<file path="src/rtl/fsm_mon_pkg.sv">
// Shared types and helpers for the FSM state monitor.
package fsm_mon_pkg;

    typedef enum logic [1:0] {
        IDLE  = 2'd0,
        TRACK = 2'd1,
        FAULT = 2'd2
    } mon_state_e;

    // Flat bit position of the prev->next entry in the transition mask.
    function automatic int unsigned trans_idx(input int unsigned prev,
                                              input int unsigned next,
                                              input int unsigned n);
        return prev * n + next;
    endfunction

endpackage

</file>
<file path="src/rtl/sat_counter.sv">
// Up-counter with synchronous clear that holds at MAX instead of wrapping.
module sat_counter #(
    parameter int unsigned    W   = 8,
    parameter logic [W-1:0]   MAX = '1
) (
    input  logic         clk,
    input  logic         clr,
    input  logic         inc,
    output logic [W-1:0] count_o,
    output logic         max_o
);

    logic [W-1:0] count_q, count_d;

    always_comb begin
        count_d = count_q;
        if (clr) begin
            count_d = '0;
        end else if (inc && (count_q != MAX)) begin
            count_d = count_q + W'(1);
        end
    end

    always_ff @(posedge clk) begin
        count_q <= count_d;
    end

    assign count_o = count_q;
    assign max_o   = (count_q == MAX);

endmodule

</file>
<file path="src/rtl/fsm_state_monitor.sv">
// Runtime checker for a small FSM: tracks visited states, illegal encodings,
// disallowed transitions and stuck conditions from the sampled state bus.
module fsm_state_monitor
    import fsm_mon_pkg::*;
#(
    parameter int unsigned                        SW          = 2,
    parameter int unsigned                        NUM_STATES  = 3,
    parameter logic [NUM_STATES*NUM_STATES-1:0]   ALLOWED     = '1,
    parameter int unsigned                        STUCK_LIMIT = 8,
    parameter int unsigned                        CW          = 8
) (
    input  logic                  clk,
    input  logic                  rst,
    input  logic                  clear,
    input  logic                  state_valid,
    input  logic [SW-1:0]         state_in,
    output logic [NUM_STATES-1:0] visited,
    output logic                  all_visited,
    output logic                  illegal_state,
    output logic                  bad_transition,
    output logic                  stuck,
    output logic [CW-1:0]         trans_count,
    output logic [1:0]            mon_state
);

    localparam int unsigned STW    = $clog2(STUCK_LIMIT + 1);
    localparam int unsigned IW     = (NUM_STATES > 1) ? $clog2(NUM_STATES * NUM_STATES) : 1;
    localparam logic [SW:0] NS_LIM = (SW + 1)'(NUM_STATES);

    if (NUM_STATES > (2 ** SW)) begin : g_param_chk
        $error("fsm_state_monitor: NUM_STATES does not fit in SW bits");
    end

    mon_state_e            state_q, state_d;
    logic [SW-1:0]         prev_q;
    logic [NUM_STATES-1:0] visited_q, visited_d;
    logic                  all_visited_q, illegal_q, bad_q;

    logic                  sclr, legal, same;
    logic [IW-1:0]         idx;
    logic                  ev_vis, ev_ill, ev_bad, ev_stay_clr, ev_stay_inc, ev_trans;
    logic [STW-1:0]        stay_cnt;
    logic                  stay_max, trans_max;

    assign sclr  = rst | clear;
    assign legal = ({1'b0, state_in} < NS_LIM);
    assign same  = (state_in == prev_q);
    assign idx   = IW'(trans_idx(32'(prev_q), 32'(state_in), NUM_STATES));

    always_ff @(posedge clk) begin
        if (sclr) begin
            state_q <= IDLE;
        end else begin
            state_q <= state_d;
        end
    end

    always_comb begin
        state_d = state_q;
        case (state_q)
            IDLE:    if (state_valid) state_d = legal ? TRACK : FAULT;
            TRACK:   if (state_valid && !legal) state_d = FAULT;
            default: state_d = state_q;
        endcase
    end

    // FAULT decodes to no events, which freezes every tracked quantity.
    always_comb begin
        ev_vis      = 1'b0;
        ev_ill      = 1'b0;
        ev_bad      = 1'b0;
        ev_stay_clr = 1'b0;
        ev_stay_inc = 1'b0;
        ev_trans    = 1'b0;
        if (state_valid) begin
            case (state_q)
                IDLE: begin
                    if (legal) begin
                        ev_vis      = 1'b1;
                        ev_stay_clr = 1'b1;
                    end else begin
                        ev_ill = 1'b1;
                    end
                end
                TRACK: begin
                    if (!legal) begin
                        ev_ill = 1'b1;
                    end else if (same) begin
                        ev_stay_inc = 1'b1;
                    end else begin
                        ev_trans    = 1'b1;
                        ev_vis      = 1'b1;
                        ev_stay_clr = 1'b1;
                        ev_bad      = ~ALLOWED[idx];
                    end
                end
                default: ;
            endcase
        end
    end

    assign visited_d = visited_q | (ev_vis ? (NUM_STATES'(1) << state_in) : '0);

    always_ff @(posedge clk) begin
        if (sclr) begin
            prev_q        <= '0;
            visited_q     <= '0;
            all_visited_q <= 1'b0;
            illegal_q     <= 1'b0;
            bad_q         <= 1'b0;
        end else begin
            if (ev_vis) prev_q <= state_in;
            visited_q     <= visited_d;
            all_visited_q <= &visited_d;
            if (ev_ill) illegal_q <= 1'b1;
            if (ev_bad) bad_q     <= 1'b1;
        end
    end

    sat_counter #(.W(CW)) u_trans_cnt (
        .clk     (clk),
        .clr     (sclr),
        .inc     (ev_trans & ~trans_max),
        .count_o (trans_count),
        .max_o   (trans_max)
    );

    sat_counter #(.W(STW), .MAX(STW'(STUCK_LIMIT))) u_stay_cnt (
        .clk     (clk),
        .clr     (sclr | ev_stay_clr),
        .inc     (ev_stay_inc & ~stay_max),
        .count_o (stay_cnt),
        .max_o   (stay_max)
    );

    assign visited        = visited_q;
    assign all_visited    = all_visited_q;
    assign illegal_state  = illegal_q;
    assign bad_transition = bad_q;
    assign stuck          = (stay_cnt == STW'(STUCK_LIMIT));
    assign mon_state      = state_q;

endmodule

</file>
<file path="config.mk">
export PLATFORM = sky130hd
export DESIGN_NAME = fsm_state_monitor
export DESIGN_NICKNAME = d
export VERILOG_FILES = /design/src/rtl/fsm_mon_pkg.sv /design/src/rtl/sat_counter.sv /design/src/rtl/fsm_state_monitor.sv
export SDC_FILE = /design/constraint.sdc
export NUM_CORES = 1
export LEC_CHECK = 0
export CAP_MARGIN = 20
export CORE_ASPECT_RATIO = 0.9
export CORE_MARGIN = 3
export CORE_UTILIZATION = 60
export CTS_CLUSTER_SIZE = 20
export DETAILED_ROUTE_END_ITERATION = 8
export DONT_BUFFER_PORTS = 1
export PLACE_DENSITY = 0.83
export SLEW_MARGIN = 5
export SYNTH_ARGS = -nofsm -noshare
export SYNTH_HDL_FRONTEND = slang
export SYNTH_HIERARCHICAL = 1
export SYNTH_SLANG_ARGS = --single-unit
</file>
<file path="constraint.sdc">
create_clock -name clk -period 6.75 [get_ports clk]
set_input_delay 1.0125 -clock clk [delete_from_list [all_inputs] [get_ports clk]]
set_output_delay 1.0125 -clock clk [all_outputs]
set_load 0.01 [all_outputs]
</file>
==> run_results.csv <==
group,metric,value,unit
setup_path,path_cells,"xor2_1 > nor2_1 > nor3_1 > nand3_1 > a211oi_2 > mux2_2",
power_and_ir_drop,internal_power,0.153,mW
setup_path,worst_setup_path_start_kind,"input port",
clock_tree,tritoncts,"done",
global_routing,grt_overflow,0,
power_and_ir_drop,leakage,0.377,nW
global_routing,grt_pass1_wl,3680,um
routing,via_per_inst,6.19,
clock_tree,cts.sinks,21,
clock_tree,cts_setup_buffers,0,
routing,totalWireLength,2200,um
die,rows,14,
flow_run,maxCapViolations,0,
final_layout,syn_to_final_growth,1.52,%
global_routing,antenna_found_initial,0,
min_path,hold_path_class,"reg2reg",
yosys,synth_mux_area_share,2.83,%
final_layout,diodes,0,
clock_tree,cts-buffers-inserted,3,
yosys,synth_seq_cells,21,
yosys,synth_compound_area_share,21.3,%
sta,relSlewSlack,37.7,%
routing,antenna_left,0,
yosys,yosysSeqAreaShare,36.6,%
setup_path,required,6.95,ns
clock_tree,clock-root-buffer,"clkbuf_4",
placed_design,placedCellCount,145,
global_routing,grt_max_degree,17,
sta,finalMaxSlewViolations,0,
setup_path,critical_path_class,"in2reg",
die,core_area,1730,um2
die,die_w,52.1,um
power_and_ir_drop,peakVddDrop,0.191,mV
yosys,synth_fa_ha_area_share,3.26,%
power_and_ir_drop,comb_power_share,6.5,%
power_and_ir_drop,p_switching,0.0472,mW
yosys,netlist_area,1150,um2
sta,period_minus_slack,2.61,ns
yosys,synth_top_flop_cell,"dfxtp_1",
routing,wl_per_cell,14.8,um
routing,firstDrtPassIters,4,
yosys,synth_top_family_by_area,"simple AND/OR/NAND/NOR gates",
global_routing,grt_pass1_vias,859,
yosys,syn_inst,126,
setup_path,crit_arrival,2.81,ns
sta,clock_skew,0.00282,ns
yosys,synth-simple-area-share,26.1,%
die,die-area,2480,um2
die,initial_core_util,66.3,%
power_and_ir_drop,seqPwrFrac,63.6,%
placed_design,gp_congestion,0.843,
setup_path,cp_max_fo,7,
power_and_ir_drop,power_frac_clock,29.8,%
setup_path,end_kind,"flip-flop",
placed_design,dp_hpwl,1650,um
power_and_ir_drop,p_per_area,171,nW/um2
final_layout,final_layout_size_suffix_gt1_share,14.4,%
sta,tightest_slew,0.926,ns
die,dieHeight,47.5,um
yosys,synth_cell_types,50,
setup_path,slowest_delay,0.52,ns
clock_tree,clockBufferDepth,2,
outcome,status,"completed",
placed_design,port_buffers,0,
routing,vias,923,
sta,period_share,38.7,%
final_layout,instances_no_fill,149,
sta,hold_violations,0,
sta,rsz0062_at_grt,"false",
yosys,async_flop_share,0,%
yosys,synth_edf_count,0,
routing,drtIter0Drc,18,
clock_tree,htreeDepth,1,
clock_tree,insertion_delay,0.30,ns
clock_tree,post_cts_resized,0,
setup_path,slowest_stage,"nor3_1",
yosys,avgSynthCellArea,9.13,um2
setup_path,crit_buf_inv,0,
sta,finalSetupViolCount,0,
routing,drc,0,
yosys,syn_nets,135,
sta,fmax,383,MHz
final_layout,num-nets-final,135,
die,io-pin-count,23,
clock_tree,clkTransAtPathRegs,0.11,ns
sta,tns,0,ns
setup_path,cp_top_family,"simple AND/OR/NAND/NOR gates",
global_routing,track_usage,20.1,%
yosys,yosysWarnings,6,
clock_tree,cts_hold_buf,0,
power_and_ir_drop,p_sw_share,23.6,%
yosys,synth_xor_area_share,2.29,%
==> worst register-to-register path: cells and delay by family, from the launching register on <==
kind	cells	cell delay, ns
AO/OA/AOI/OAI	1	0.27
adder cells (fa/ha/maj)	1	0.37
flip-flops	1	0.40
multiplexers	1	0.36
AND/OR/NAND/NOR	3	1.03
==> registers in the layout, summed over array words and instances (netlist names) <==
register	flops
u_trans_cnt/count_o	8
visited	3
prev_q	2
all_visited	1
illegal_state	1
u_stay_cnt/count_o	4
mon_state	2
==> Yosys cell counts (2+ instances only) <==
| cell type | n | area share, % |
|---|---|---|
| and3_1 | 2 | 1.1 |
| o21a_1 | 4 | 2.6 |
| nor3_1 | 5 | 2.2 |
| nand2_1 | 7 | 2.3 |
| nand2b_1 | 2 | 1.1 |
| buf_6 | 2 | 2.0 |
| xor2_1 | 3 | 2.3 |
| nor4_1 | 3 | 1.6 |
| a21o_2 | 2 | 1.5 |
| nand3_1 | 6 | 2.6 |
| o311ai_1 | 2 | 1.5 |
| nand4_1 | 3 | 1.6 |
| ha_1 | 3 | 3.3 |
| a21oi_1 | 5 | 2.2 |
| inv_1 | 10 | 3.3 |
| nor2b_1 | 3 | 1.6 |
| a211oi_1 | 4 | 2.6 |
| nor2_1 | 7 | 2.3 |
| dfxtp_1 | 21 | 37 |
| inv_2 | 2 | 0.65 |
==> routing by layer <==
layer | up-vias | track usage, % | share of wire (%)
met5 | - | 0 | 0
met4 | 0 | 4.59 | 1.0
met3 | 4 | 10.6 | 7.7
met2 | 27 | 33.3 | 45
met1 | 440 | 23.5 | 46
li1 | 452 | - | -
==> layout make-up <==
type | count | area, um2
clock buffers | 4 | 26.3
fillers | 156 | 567
well taps | 24 | 30.0
inverters | 12 | 45.0
multi-input cells | 88 | 646
flip-flops and latches | 21 | 420
==> power groups by stage <==
stage	Sequential [mW]	Clock [mW]	Combinational [mW]
2_1_floorplan	0.130	0	0.0123
3_3_place_gp	0.130	0	0.0125
3_5_place_dp	0.130	0	0.0128
4_1_cts	0.127	0.0625	0.0129
5_1_grt	0.128	0.0674	0.0147
6_report	0.127	0.0597	0.0131
==> worst paths after layout <==
kind,startpoint,end,slack (ns),cells after the start
hold reg to reg,u_stay_cnt/count_o[2],u_stay_cnt/count_o[2],0.52,2
setup / recovery,state_in[1],u_trans_cnt/count_o[5],4.14,6
hold / removal,u_stay_cnt/count_o[2],u_stay_cnt/count_o[2],0.52,2
setup reg to reg,u_trans_cnt/count_o[0],u_trans_cnt/count_o[5],4.23,6
==> cell families (layout without fill, tap and decap cells) <==
family,count (synthesis),in the layout
adders and majority gates,3,3
other,1,1
and+or+nand+nor,49,49
muxes,3,3
xor gates and xnor gates,3,3
AOI/OAI and AO/OA,29,29
buffers and inverters,17,16
DFF,21,21
==> through the flow <==
step	hold slack [ns]	utilization, %	worst slack (ns)	cell area, um2	power (mW)
global placement	0.501	65.8	3.97	1140	0.143
detailed placement	0.516	65.8	3.85	1140	0.143
floorplan	0.483	-	4.01	1150	0.142
global route	0.572	67.3	4.02	1170	0.210
finish	0.524	67.3	4.14	1170	0.200
CTS	0.532	67.3	4.17	1170	0.203
==> placed cells by master (no fill, tap or decap), types with 2 or more instances in the layout <==
| cell type | netlist | layout |
|---|---|---|
| ha_1 | 3 | 3 |
| o21a_1 | 4 | 4 |
| inv_1 | 10 | 10 |
| nand2b_1 | 2 | 2 |
| nor2_1 | 7 | 7 |
| nor4_1 | 3 | 3 |
| nand2_1 | 7 | 7 |
| nor2b_1 | 3 | 3 |
| a21o_2 | 2 | 2 |
| inv_2 | 2 | 2 |
| nor3_1 | 5 | 5 |
| dfxtp_1 | 21 | 21 |
| clkbuf_4 | 0 | 3 |
| xor2_1 | 3 | 3 |
| and3_1 | 2 | 2 |
| nand4_1 | 3 | 3 |
| nand3_1 | 6 | 6 |
| a21oi_1 | 5 | 5 |
| a211oi_1 | 4 | 4 |
| o311ai_1 | 2 | 2 |
Note: power is estimated with default switching activity, not from simulation.
